===== config.mk =====
export PLATFORM = sky130hd
export DESIGN_NAME = mul_issue
export DESIGN_NICKNAME = d
export VERILOG_FILES = /design/src/rtl/mul_issue.sv
export SDC_FILE = /design/constraint.sdc
export NUM_CORES = 1
export LEC_CHECK = 0
export BUFFER_PORTS_ARGS = -buffer_cell sky130_fd_sc_hd__buf_4
export CELL_PAD_IN_SITES_DETAIL_PLACEMENT = 2
export CELL_PAD_IN_SITES_GLOBAL_PLACEMENT = 2
export CORE_MARGIN = 4
export CORE_UTILIZATION = 27
export CTS_CLUSTER_DIAMETER = 40
export DETAILED_ROUTE_END_ITERATION = 10
export GPL_TIMING_DRIVEN = 0
export PLACE_DENSITY = 0.83
export SLEW_MARGIN = 5
export SYNTH_ARGS = -nofsm -noshare
export SYNTH_HDL_FRONTEND = slang
export SYNTH_SLANG_ARGS = --single-unit

===== constraint.sdc =====
create_clock -name clk -period 3.7 [get_ports clk]
set_clock_uncertainty 0.1 [all_clocks]
set_input_delay 0.185 -clock clk [delete_from_list [all_inputs] [get_ports clk]]
set_output_delay 0.185 -clock clk [all_outputs]
set_load 0.02 [all_outputs]

===== src/rtl/mul_issue.sv =====
// mul_issue: issues M-extension multiply requests from the execute stage to an
// external multiplier. It holds the operands for LATENCY cycles, samples the
// product, and presents a writeback request until the writeback port accepts it.
//
// Ports:
//   clk, rst                  clock, synchronous active-high reset
//   req_valid_i / req_ready_o request handshake (ready only in IDLE)
//   op1_i, op2_i, func3_i     operands and opcode (000 MUL, 001 MULH,
//                             010 MULHSU, 011 MULHU)
//   rd_i                      destination register index
//   mul_op1_o, mul_op2_o      operands driven to the multiplier
//   mul_func3_o, mul_en_o     multiplier opcode and enable
//   mul_lo_i, mul_hi_i        multiplier product words
//   stall_o                   holds the upstream pipeline (combinational)
//   wb_valid_o, wb_rd_o,
//   wb_data_o / wb_ready_i    writeback handshake
//
// Build option: define MUL_ISSUE_BYPASS_EN to keep a record of the last
// completed multiply. A matching request then skips the multiplier.
module mul_issue #(
  parameter int unsigned LATENCY = 2
) (
  input  logic        clk,
  input  logic        rst,
  input  logic        req_valid_i,
  output logic        req_ready_o,
  input  logic [31:0] op1_i,
  input  logic [31:0] op2_i,
  input  logic [2:0]  func3_i,
  input  logic [4:0]  rd_i,
  output logic [31:0] mul_op1_o,
  output logic [31:0] mul_op2_o,
  output logic [2:0]  mul_func3_o,
  output logic        mul_en_o,
  input  logic [31:0] mul_lo_i,
  input  logic [31:0] mul_hi_i,
  output logic        stall_o,
  output logic        wb_valid_o,
  output logic [4:0]  wb_rd_o,
  output logic [31:0] wb_data_o,
  input  logic        wb_ready_i
);

  localparam int unsigned CNT_W = 4;

  typedef enum logic [1:0] {IDLE, CALC, WB} state_t;

  state_t             state_q, state_d;
  logic [CNT_W-1:0]   cnt_q, cnt_d;
  logic [4:0]         rd_q, rd_d;
  logic [31:0]        mul_op1_d, mul_op2_d;
  logic [2:0]         mul_func3_d;
  logic               mul_en_d, wb_valid_d, req_ready_d;
  logic [4:0]         wb_rd_d;
  logic [31:0]        wb_data_d;
  logic [31:0]        result_c;
  logic               bypass_hit_c;

`ifdef MUL_ISSUE_BYPASS_EN
  logic               rec_valid_q, rec_valid_d;
  logic [31:0]        rec_op1_q, rec_op1_d;
  logic [31:0]        rec_op2_q, rec_op2_d;
  logic [2:0]         rec_func3_q, rec_func3_d;
  logic [31:0]        rec_res_q, rec_res_d;

  // Only real multiplies can hit; func3[2] requests never reach the record.
  assign bypass_hit_c = rec_valid_q && !func3_i[2] && (op1_i == rec_op1_q) &&
                        (op2_i == rec_op2_q) && (func3_i == rec_func3_q);
`else
  assign bypass_hit_c = 1'b0;
`endif

  // Low word for MUL, high word for the three MULH variants.
  assign result_c = (mul_func3_o == 3'b000) ? mul_lo_i : mul_hi_i;

  assign stall_o = (state_q != IDLE) || req_valid_i;

  // Next-state and next-output logic.
  always_comb begin
    state_d     = state_q;
    cnt_d       = cnt_q;
    rd_d        = rd_q;
    mul_op1_d   = mul_op1_o;
    mul_op2_d   = mul_op2_o;
    mul_func3_d = mul_func3_o;
    wb_rd_d     = wb_rd_o;
    wb_data_d   = wb_data_o;
`ifdef MUL_ISSUE_BYPASS_EN
    rec_valid_d = rec_valid_q;
    rec_op1_d   = rec_op1_q;
    rec_op2_d   = rec_op2_q;
    rec_func3_d = rec_func3_q;
    rec_res_d   = rec_res_q;
`endif

    unique case (state_q)
      IDLE: begin
        if (req_valid_i) begin
          rd_d = rd_i;
          if (func3_i[2]) begin
            state_d   = WB;
            wb_rd_d   = rd_i;
            wb_data_d = 32'd0;
          end else if (bypass_hit_c) begin
            state_d   = WB;
            wb_rd_d   = rd_i;
`ifdef MUL_ISSUE_BYPASS_EN
            wb_data_d = (rd_i == 5'd0) ? 32'd0 : rec_res_q;
`endif
          end else begin
            state_d     = CALC;
            cnt_d       = CNT_W'(LATENCY - 1);
            mul_op1_d   = op1_i;
            mul_op2_d   = op2_i;
            mul_func3_d = func3_i;
          end
        end
      end
      CALC: begin
        if (cnt_q == '0) begin
          state_d   = WB;
          wb_rd_d   = rd_q;
          wb_data_d = (rd_q == 5'd0) ? 32'd0 : result_c;
`ifdef MUL_ISSUE_BYPASS_EN
          rec_valid_d = 1'b1;
          rec_op1_d   = mul_op1_o;
          rec_op2_d   = mul_op2_o;
          rec_func3_d = mul_func3_o;
          rec_res_d   = result_c;
`endif
        end else begin
          cnt_d = cnt_q - CNT_W'(1);
        end
      end
      WB: begin
        if (wb_ready_i) begin
          state_d = IDLE;
        end
      end
      default: state_d = IDLE;
    endcase

    mul_en_d    = (state_d == CALC);
    wb_valid_d  = (state_d == WB);
    req_ready_d = (state_d == IDLE);
  end

  // State and output registers.
  always_ff @(posedge clk) begin
    if (rst) begin
      state_q     <= IDLE;
      cnt_q       <= '0;
      rd_q        <= '0;
      mul_op1_o   <= '0;
      mul_op2_o   <= '0;
      mul_func3_o <= '0;
      mul_en_o    <= 1'b0;
      wb_valid_o  <= 1'b0;
      wb_rd_o     <= '0;
      wb_data_o   <= '0;
      req_ready_o <= 1'b1;
`ifdef MUL_ISSUE_BYPASS_EN
      rec_valid_q <= 1'b0;
      rec_op1_q   <= '0;
      rec_op2_q   <= '0;
      rec_func3_q <= '0;
      rec_res_q   <= '0;
`endif
    end else begin
      state_q     <= state_d;
      cnt_q       <= cnt_d;
      rd_q        <= rd_d;
      mul_op1_o   <= mul_op1_d;
      mul_op2_o   <= mul_op2_d;
      mul_func3_o <= mul_func3_d;
      mul_en_o    <= mul_en_d;
      wb_valid_o  <= wb_valid_d;
      wb_rd_o     <= wb_rd_d;
      wb_data_o   <= wb_data_d;
      req_ready_o <= req_ready_d;
`ifdef MUL_ISSUE_BYPASS_EN
      rec_valid_q <= rec_valid_d;
      rec_op1_q   <= rec_op1_d;
      rec_op2_q   <= rec_op2_d;
      rec_func3_q <= rec_func3_d;
      rec_res_q   <= rec_res_d;
`endif
    end
  end

endmodule


======== Yosys cells after proc, flatten, opt, wreduce, memory -nomap -nowiden ========
Cells that the tools add are included.
operators by class
  reduce and logical (&&, ||, !) cells .... 12
  add/sub/neg operators ................... 1
  equality and inequality tests ........... 9
  bitwise logic cells ..................... 1
  muxes and demuxes ....................... 19
operators by type and width
  kind                 count
  $mux 32              5
  $pmux 32 s2          1
  $mux 5               3
  $mux 4               3
  $ne 2x2->1 const B   5
  $pmux 5 s2           1
  $mux 2               4
  $pmux 4 s2           1
  $reduce_and 4->1     2
  $pmux 2 s3           1
  $logic_not 5->1      1
  $eq 2x1->1 const B   2
  $eq 2x2->1 const B   2
  $logic_not 2->1      2
  $logic_not 4->1      1
  $reduce_bool 2->1    2
  $sub 4x1->4 const B  1
  $logic_not 3->1      1
  $reduce_and 3->1     1
  $reduce_and 2->1     1
  $logic_or 1x1->1     1
  $not 1->1            1
word-level totals
  register bits ........................... 117
  bits of input ports ..................... 140
  logic and storage cells ................. 53
  output and inout bits ................... 108

======== Logic depth before layout (Yosys ltp) ========
  word-level depth ........................ 5
  depth in mapped cells ................... 7
  depth with buffers taken out ............ 5

======== Worst setup path before layout ========
No wires, ideal clock.
  kind .................................... flip-flop to flip-flop
  from .................................... reg cnt_q[0]
  to ...................................... reg cnt_q[3]
  path buffers ............................ 1
  library setup time ...................... 0.070 ns
  arrival ................................. 1.502 ns
  path slack .............................. 2.029 ns
  required time ........................... 3.530 ns
  period minus slack after synthesis ...... 1.671 ns
  stages on the path, launching flop included .. 7
  cells stage by stage .................... dfxtp_1 inv_1 ha_1 nor3b_2 buf_2 or4_1 a21oi_1
between the ends
  longest elaborated chain between the ends .. 3
  elaborated cells between the ends (all ways) .. 6
  those cells by class .................... add/sub: 1; eq/ne: 1; mux: 2; reduce/logical: 2
ends and longest elaborated chain
  element                                         RTL line  text
  start, declared                                 49        logic [CNT_W-1:0] cnt_q, cnt_d;
  start signal, assigned                          171       cnt_q <= cnt_d;
  $sub 4x1->4 or $logic_not 4->1 (tied branches)  132, 120
  $mux 4 or $ne 2x2->1 (tied branches)            --
  $pmux 4 s2 or $reduce_and 4->1 (tied branches)  --
Several ways; a longest one is shown, not always the timed one. The select of a mux whose other input is x is not followed.
A chain may end at the register's enable or synchronous reset.

======== Worst setup path in the final report ========
Same ends and word-level chain as after synthesis.

==> reports/qor.csv <==
metric,value,unit
ir_drop,323,uV
grt_overflow,0,
die_w,142,um
drive_gt1_share,35.6,%
max_slew_margin,52.0,%
cts_sinks,117,
fmax,523,MHz
place.gp.congestion,0.793,
synthMostInstantiatedCell,nand2_1,
initial_utilization,27.8,%
yosys.area.top_type,dfxtp_1,
syn_nets,677,
end_kind,flip-flop,
ys_top_cells_by_area,"dfxtp_1 (48%), nand2_1 (11%), mux2i_1 (7.6%)",
dpl.hpwl,15700,um
grt_max_degree,17,
setup_tns,0,ns
worstPathMaxFanout,10,
htreeDepth,4,
core,17400,sq um
synth.distinct_cells,33,
leakagePower,0.00372,uW
slowest_delay,0.49,ns
required,3.93,ns
placed_cells,1005,
synth_mux_area_share,7.64,%
diodes,0,
post_cts_buffers,0,
syn_inst,535,
synth_top_cell_area_share,48.3,%
cts_buffer_depth,2,
p_per_area,457,nW/um^2
final_cell_area,8290,sq um
hold_viol_final,0,
synthesis.area,4840,sq um
cts.clk_slew.worst_paths,0.06,ns
place_ws,1.65,ns
synth_simple_gate_area_share,19.4,%
fin_ws,1.79,ns
firstDrtPassIters,4,
antenna_left,0,
syn_to_final_growth,71.2,%
drv_slew,0,
cts_root_buf,clkbuf_16,
synthFlopType,dfxtp_1,
post-route-min-period,1.91,ns
grt_pass1_vias,6411,
drcViolationCount,0,
grt_pass1_wl,36600,um
drt-initial-drc-count,170,
cp.arrival,2.15,ns
grt_usage,23.6,%
rows,48,
crit_type,flip-flop to flip-flop,
synth_compound_area_share,16.8,%
ys_ff_latch,117,
vias,5442,
ys_seq_area_share,48.3,%
wl_per_cell,21.9,um
setup_viol,0,
wirelength,24300,um
portBuffers,245,
synthTopCellsByCount,"nand2_1 (143), dfxtp_1 (117), a21oi_1 (73)",
worst_path_max_delay_cell,or4_1,
final_cells,1107,
die_h,142,um
clk_latency,0.41,ns
rsz0062_at_grt,no,
worst_slew_pin_slew,0.720,ns
path_cells,inv_1 > ha_1 > nor3b_2 > buf_2 > or4_1 > a21oi_1,
num_io_pins,248,
viasPerCell,4.92,
synth_edf_count,0,
yosys_warnings,0,
status,"complete, no violations",
avgSynthCellArea,9.06,sq um
yosys.area_share.adder,0.517,%
cts_buffers,17,
dpl_cell_area,6970,sq um
tritoncts,done,
period_share,51.7,%
hp-class,input pin to flip-flop,
drv_cap,0,
synth_xor_area_share,0,%
final_nets,1013,
synth_top_family_by_area,simple AND/OR/NAND/NOR gates,
async_flop_share,0,%
die_area,20100,sq um
start_kind,flip-flop,
grt_antenna_before_repair,0,
per-stage QoR:
stage          util (%)  total power [uW]  hold slack, ns
3_5_place_dp       40.0              2020           0.345
6_report           47.6              3790          0.0453
3_3_place_gp       40.0              1990           0.328
5_1_grt            47.6              3940          0.0485
4_1_cts            47.6              3800          0.0253
2_1_floorplan         -              1710           0.221
per-layer routing:
| metal | global-route usage, % | up-vias | routed length [um] |
|---|---|---|---|
| met5 | 0 | - | 0 |
| met4 | 8.74 | 0 | 807 |
| met3 | 4.84 | 50 | 860 |
| met2 | 47.6 | 150 | 14000 |
| met1 | 23.2 | 2723 | 8640 |
| li1 | - | 2519 | - |
cell type report:
cell class / count / area, sq um
fill: 1841 / 9120
timing repair buffer: 317 / 2560
sequential: 117 / 2340
multi-input combinational: 366 / 2150
clock buffer: 21 / 480
buffer: 49 / 337
tap: 225 / 282
clock inverter: 9 / 126
inverter: 3 / 11.3
critical path: cells and delay by family (launching register included):
family	cells	cell delay (ns)
AOI/OAI and AO/OA	1	0.18
adders and majority gates	1	0.21
buffers and inverters	2	0.29
DFF	1	0.38
and+or+nand+nor	2	0.67
flip-flops by register name (all words and copies together), names as in the netlist, 2 cells and up:
name	count
cnt_q	4
mul_func3_o	2
mul_op1_o	32
mul_op2_o	32
rd_q	5
state_q	2
wb_data_o	32
wb_rd_o	5
what timing repair did:
| action | 4_1_cts | 5_1_grt |
|---|---|---|
| gates resized for setup | 0 | 0 |
| hold endpoints to repair | 77 | 0 |
| hold buffers | 72 | 0 |
cells by family after synthesis:
logic type,count (synthesis)
mux,37
compound gates,126
fa+ha+maj,2
buf+inv,52
flops,117
other cells,1
simple gates,200
cell usage in the layout (no fill, tap or decap), types with 3 or more instances in the layout:
cell type	instances
clkbuf_8	4
buf_2	8
clkinv_2	4
inv_1	3
nor2_1	6
buf_6	17
dfxtp_1	117
nand2_1	143
a211oi_1	7
o21ai_0	4
nand2b_1	35
a21oi_1	73
buf_4	249
mux2i_1	37
a311oi_1	6
clkbuf_16	17
clkbuf_1	20
dlygate4sd3_1	72
bufinv_16	3
o32ai_1	32
path summary, 6_finish.rpt:
check / startpoint / endpoint / slack, ns / cells after the start
hold reg to reg: mul_op1_o[17]$_SDFFE_PP0P_ / mul_op1_o[17]$_SDFFE_PP0P_ / 0.36 / 2
setup reg to reg: cnt_q[0]$_SDFFE_PP0P_ / cnt_q[3]$_SDFFE_PP0P_ / 1.79 / 6
hold / removal: mul_hi_i[8] / wb_data_o[8]$_SDFFE_PP0P_ / 0.05 / 3
setup / recovery: cnt_q[0]$_SDFFE_PP0P_ / cnt_q[3]$_SDFFE_PP0P_ / 1.79 / 6
power breakdown:
group / switching, uW / internal, uW
Sequential: 43.5 / 1320
Combinational: 365 / 343
Clock: 592 / 1120
Note: power is estimated with default switching activity, not from simulation.
